`config.mk`:
```
export PLATFORM = sky130hd
export DESIGN_NAME = bitset_pack
export DESIGN_NICKNAME = d
export VERILOG_FILES = /design/src/rtl/bitset_pack.sv
export SDC_FILE = /design/constraint.sdc
export NUM_CORES = 1
export LEC_CHECK = 0
export ABC_AREA = 1
export CORE_AREA = 2 2 60 62
export CTS_BUF_LIST = sky130_fd_sc_hd__clkbuf_16
export DETAILED_ROUTE_END_ITERATION = 8
export DIE_AREA = 0 0 62 64
export SKIP_CTS_REPAIR_TIMING = 1
export SLEW_MARGIN = 20
export SYNTH_ARGS = -nofsm -noshare
export SYNTH_HDL_FRONTEND = slang
export SYNTH_SLANG_ARGS = --single-unit
```
`constraint.sdc`:
```
create_clock -name clock -period 0.95 [get_ports clock]
set_input_delay 0.19 -clock clock [delete_from_list [all_inputs] [get_ports clock]]
set_output_delay 0.19 -clock clock [all_outputs]
set_load 0.005 [all_outputs]
```
`src/rtl/bitset_pack.sv`:
```
// Stream-to-word bit-set assembler: ORs a packet of bit indices into a W-bit word.
// Optional set-bit counter enabled by defining BITSET_PACK_COUNT_EN.
module bitset_pack #(
    parameter int ORDER = 3
) (
    input  logic                  clock,
    input  logic                  reset,
    input  logic                  in_valid,
    output logic                  in_ready,
    input  logic [ORDER-1:0]      in_index,
    input  logic                  in_null,
    input  logic                  in_last,
    output logic                  out_valid,
    input  logic                  out_ready,
    output logic [(2**ORDER)-1:0] out_word,
    output logic [ORDER:0]        out_count,
    output logic                  out_dup
);
    localparam int W = 2**ORDER;

    logic [W-1:0] acc_word_reg;
    logic         acc_dup_reg;
    logic [W-1:0] out_word_reg;
    logic         out_dup_reg;
    logic         out_valid_reg;

    logic [W-1:0] idx_onehot;
    logic         accept;
    logic         hit;
    logic [W-1:0] word_next;
    logic         dup_next;

    generate
        for (genvar gi = 0; gi < W; gi++) begin : g_decode
            assign idx_onehot[gi] = (int'(in_index) == gi);
        end
    endgenerate

    // A full output register may only be refilled when it is being drained this cycle.
    assign in_ready  = ~out_valid_reg | out_ready;
    assign accept    = in_valid & in_ready;
    assign hit       = ~in_null & (|(acc_word_reg & idx_onehot));
    assign word_next = in_null ? acc_word_reg : (acc_word_reg | idx_onehot);
    assign dup_next  = acc_dup_reg | hit;

    always_ff @(posedge clock or posedge reset) begin
        if (reset) begin
            acc_word_reg  <= '0;
            acc_dup_reg   <= 1'b0;
            out_word_reg  <= '0;
            out_dup_reg   <= 1'b0;
            out_valid_reg <= 1'b0;
        end else begin
            if (accept) begin
                if (in_last) begin
                    out_word_reg <= word_next;
                    out_dup_reg  <= dup_next;
                    acc_word_reg <= '0;
                    acc_dup_reg  <= 1'b0;
                end else begin
                    acc_word_reg <= word_next;
                    acc_dup_reg  <= dup_next;
                end
            end
            if (accept && in_last) begin
                out_valid_reg <= 1'b1;
            end else if (out_ready) begin
                out_valid_reg <= 1'b0;
            end
        end
    end

`ifdef BITSET_PACK_COUNT_EN
    logic [ORDER:0] acc_count_reg;
    logic [ORDER:0] out_count_reg;
    logic [ORDER:0] count_next;

    // Only a newly set bit bumps the count, so it tops out at W and cannot wrap.
    assign count_next = acc_count_reg + {{ORDER{1'b0}}, (~in_null & ~hit)};

    always_ff @(posedge clock or posedge reset) begin
        if (reset) begin
            acc_count_reg <= '0;
            out_count_reg <= '0;
        end else if (accept) begin
            if (in_last) begin
                out_count_reg <= count_next;
                acc_count_reg <= '0;
            end else begin
                acc_count_reg <= count_next;
            end
        end
    end

    assign out_count = out_count_reg;
`else
    assign out_count = '0;
`endif

    assign out_word  = out_word_reg;
    assign out_dup   = out_dup_reg;
    assign out_valid = out_valid_reg;

endmodule

```
---- After elaboration in Yosys (flattened, before gate mapping) ----
Index checks and enable logic that the tools add are counted.
storage, ports and cells
  bits in registers ....................... 19
  output and inout port bits .............. 15
  input bits .............................. 9
cells by class
  equal/unequal tests ..................... 7
  reductions and logical operators ........ 5
  bitwise gates (word level) .............. 8
  muxes and demuxes ....................... 5
operators by type and width
  cell                  count
  $mux W8               2
  $eq A3 B3 Y1 const B  4
  $and A8 B8 Y8         1
  $or A8 B8 Y8          1
  $reduce_or A8 Y1      1
  $eq A3 B2 Y1 const B  2
  $eq A3 B1 Y1 const B  1
  $logic_not A3 Y1      1
  $mux W1               3
  $and A1 B1 Y1         2
  $not A1 Y1            2
  $or A1 B1 Y1          2
  $reduce_and A2 Y1     1
  $reduce_bool A2 Y1    1
  $logic_and A1 B1 Y1   1

---- Longest topological paths before layout ----
  depth in word-level cells ............... 6
  gate-level depth with buffers ........... 10

---- Worst setup path before layout ----
No wires, ideal clock.
  kind .................................... register -> register
  start point ............................. register out_valid_reg, in the netlist out_valid
  end point ............................... register out_word_reg[1], in the netlist out_word[1]
  period minus slack after synthesis ...... 1.091 ns
  path slack .............................. -0.141 ns
  buffers on the path ..................... 1
  stages on the path, launching flop included .. 8
  setup time .............................. 0.124 ns
  required time ........................... 0.826 ns
  arrival time ............................ 0.966 ns
  cell sequence ........................... dfrtp_1 nand2_2 nand2_2 inv_4 nand2_4 buf_2 nand2_1 o21ai_1
on the way
  longest elaborated chain between the ends .. 4
RTL lines
  item                         line  RTL
  start: declaration           25    logic out_valid_reg;
  start signal: assignment     52    out_valid_reg <= 1'b0;
  start signal: assignment     66    out_valid_reg <= 1'b1;
  start signal: assignment     68    out_valid_reg <= 1'b0;
  $not A1 Y1                   40    assign in_ready = ~out_valid_reg | out_ready;
  $or A1 B1 Y1                 40
  net in_ready                 9     output logic in_ready,
  $and A1 B1 Y1                41    assign accept = in_valid & in_ready;
  $reduce_and A2 Y1 (no line)  n/a
  end signal: assignment       56    out_word_reg <= word_next;
  end: declaration             23    logic [W-1:0] out_word_reg;
The timed path passes the listed nets, and every way through them passes these cells.
A chain may end at the register's enable or synchronous reset.

---- Worst setup path in the final report ----
  start point ............................. register out_valid_reg, in the netlist out_valid
  end point ............................... register acc_word_reg[0]
on the way
  longest elaborated chain between the ends .. 3
RTL lines
  item                    line  RTL
  $not A1 Y1              40
  $or A1 B1 Y1            40
  $and A1 B1 Y1           41
  end signal: assignment  61    acc_word_reg <= word_next;
  end: declaration        21    logic [W-1:0] acc_word_reg;
Every way passes these cells.

==> results.sh <==
export IMPL_critPathArrivalTime_ns=1.24
export IMPL_outcome="finished, violations left"
export IMPL_report_final_slew_viol_count=0
export IMPL_final_layout_size_suffix_gt1_frac=0.366
export IMPL_grt_pass1_vias=861
export IMPL_yosysSeqAreaShare=0.499
export IMPL_finish_net_count=163
export IMPL_clock_sinks=19
export IMPL_p_leak_nw=0.775
export IMPL_required_ns=1.09
export IMPL_wl_per_cell_microns=12.8
export IMPL_synth_edf_count=0
export IMPL_clockBufferDepth=2
export IMPL_fillCellCount=326
export IMPL_drt_initial_drc_count=44
export IMPL_clockRootBuffer="clkbuf_16"
export IMPL_core_sq_um=3280
export IMPL_antenna_cells=0
export IMPL_clk_latency_ns=0.25
export IMPL_async_flop_share=1.00
export IMPL_fin_ws_ns=-0.149
export IMPL_cts_tree="built"
export IMPL_power_density_nw_per_um2=1470
export IMPL_crit_path_max_fanout=4
export IMPL_yosys_area_top_type="dfrtp_1"
export IMPL_dieHeight_microns=64
export IMPL_drc=0
export IMPL_timing_worst_setup_path_type="reg2reg"
export IMPL_dp_hpwl_microns=1540
export IMPL_start_kind="flop"
export IMPL_avgSynthCellArea_sq_um=8.91
export IMPL_synth_area_leaders="dfrtp_1 (50%), nand2_1 (7.5%), o21ai_1 (5.8%)"
export IMPL_setup_viol=21
export IMPL_die_area_sq_um=3970
export IMPL_crit_buf_inv=2
export IMPL_synth_ff_type="dfrtp_1"
export IMPL_violations="setup timing"
export IMPL_synth_top_area_share=0.499
export IMPL_totalWireLength_microns=2550
export IMPL_rows=21
export IMPL_gp_congestion=0.947
export IMPL_path_clk_slew_ns=0.05
export IMPL_peakVddDrop_v=0.000464
export IMPL_die_w_microns=62
export IMPL_endpoint_kind="flop"
export IMPL_antenna_found_initial=0
export IMPL_design_power_total_mw=2.16
export IMPL_fmax_ghz=0.910
export IMPL_cts_inserted_buffers=3
export IMPL_synth_distinct_cells=20
export IMPL_rrSetupSlack_ns=-0.15
export IMPL_first_pass_iters=4
export IMPL_antenna_left=0
export IMPL_yosys_warnings=0
export IMPL_synth_area_sq_um=953
export IMPL_htreeDepth=1
export IMPL_synthCells=107
export IMPL_crit_top_cell="nand2_2"
export IMPL_drv_cap=0
export IMPL_area_growth_pct=53.9
export IMPL_viasPerCell=4.60
export IMPL_grt_pass1_wl_microns=3740
export IMPL_start_util=0.290
export IMPL_rsz0062_at_grt="true"
export IMPL_hold_path_class="in2async"
export IMPL_finalHoldViolations=0
export IMPL_skew_ns=0.00252
export IMPL_yosys_register_bits=19
export IMPL_path_cells="nand2_2 > nand2_2 > clkinv_4 > clkbuf_16 > o21ai_1 > nor2_1"
export IMPL_grt_max_degree=29
export IMPL_portBuffers=19
export IMPL_critPathMaxStageDelay_ns=0.36
export IMPL_overflow=0
export IMPL_fin_util=0.447
export IMPL_pin_count=24
export IMPL_fin_crit_ns=1.10
export IMPL_critical_path_top_delay_family="flip-flops"
export IMPL_crit_path_top_delay_cell="dfrtp_1"
export IMPL_via_count=916
export IMPL_ys_top_cells_by_count="dfrtp_1 (19), nand2_1 (19), o21ai_1 (11), nor2_1 (10)"
export IMPL_grtUsageTotal=0.127
export IMPL_fin_crit_sh=1.16
[per-stage QoR]
step	cell area (sq um)	setup slack (ns)	hold slack (ns)	TNS (ns)	cells
floorplan	971	-0.114	0.141	-1.05	110
global placement	1300	-0.595	0.470	-10.17	186
detailed placement	1300	-0.626	0.488	-10.60	186
CTS	1380	-0.524	0.269	-8.55	190
global route	1470	-0.226	0.304	-3.77	199
finish	1470	-0.149	0.260	-2.17	199
[worst paths after layout]
check / depth (start not counted) / endpoint / start
min reg2reg: 2 / out_word[4]$_DFFE_PP0P_ / out_word[4]$_DFFE_PP0P_
min: 3 / out_word[5]$_DFFE_PP0P_ / reset
min in group clock: 5 / out_valid$_DFFE_PP0P_ / out_ready
max reg2reg: 6 / acc_word_reg[0]$_DFFE_PP0P_ / out_valid$_DFFE_PP0P_
max: 6 / acc_word_reg[0]$_DFFE_PP0P_ / out_valid$_DFFE_PP0P_
max in group asynchronous: 3 / acc_word_reg[2]$_DFFE_PP0P_ / reset
[routing by layer]
metal / wire [microns] / global-route usage / vias up / part of all wire
met5: 0 / 0 / - / 0
met4: 70 / 0.0718 / 0 / 0.027
met3: 115 / 0.0243 / 7 / 0.045
met2: 1370 / 0.215 / 35 / 0.54
met1: 992 / 0.141 / 427 / 0.39
li1: - / - / 447 / -
[area by class of cell]
cell class              count  area (sq um)  share of cell area
inverters                  11          48.8              0.0332
clock inverters             1          3.75             0.00256
repair buffers             47           402               0.274
clock buffers               3          75.1              0.0512
flip-flops and latches     19           475               0.324
multi-input cells          72           405               0.276
well taps                  46          57.6              0.0392
[report_power, final]
group          total, mW  switching, mW  internal, mW
sequential         0.880         0.0265         0.854
combinational      0.414          0.202         0.212
clock              0.866          0.305         0.561
[worst reg2reg max path, stage by stage (launching register included)]
cell and delay (ns):
dfrtp_1 0.36, nand2_2 0.07, nand2_2 0.09, clkinv_4 0.11
clkbuf_16 0.18, o21ai_1 0.12, nor2_1 0.06
[cell usage in the layout, fill, tap and decap left out, drive strengths merged]
cell type and n:
a21oi 1, a31o 2, a41oi 6, buf 27, clkbuf 14, clkdlybuf4s50 4
clkinv 1, conb 4, dfrtp 19, dlymetal6s2s 5, inv 11, nand2 23
nand3 2, nand4 6, nor2 11, o21ai 17
[logic make-up after synthesis]
| group | synth area share |
|---|---|
| and+or+nand+nor | 0.201 |
| AOI/OAI and AO/OA | 0.168 |
| buffers and inverters | 0.129 |
| DFF | 0.499 |
| other | 0.00393 |
(Power assumes the default switching activity.)
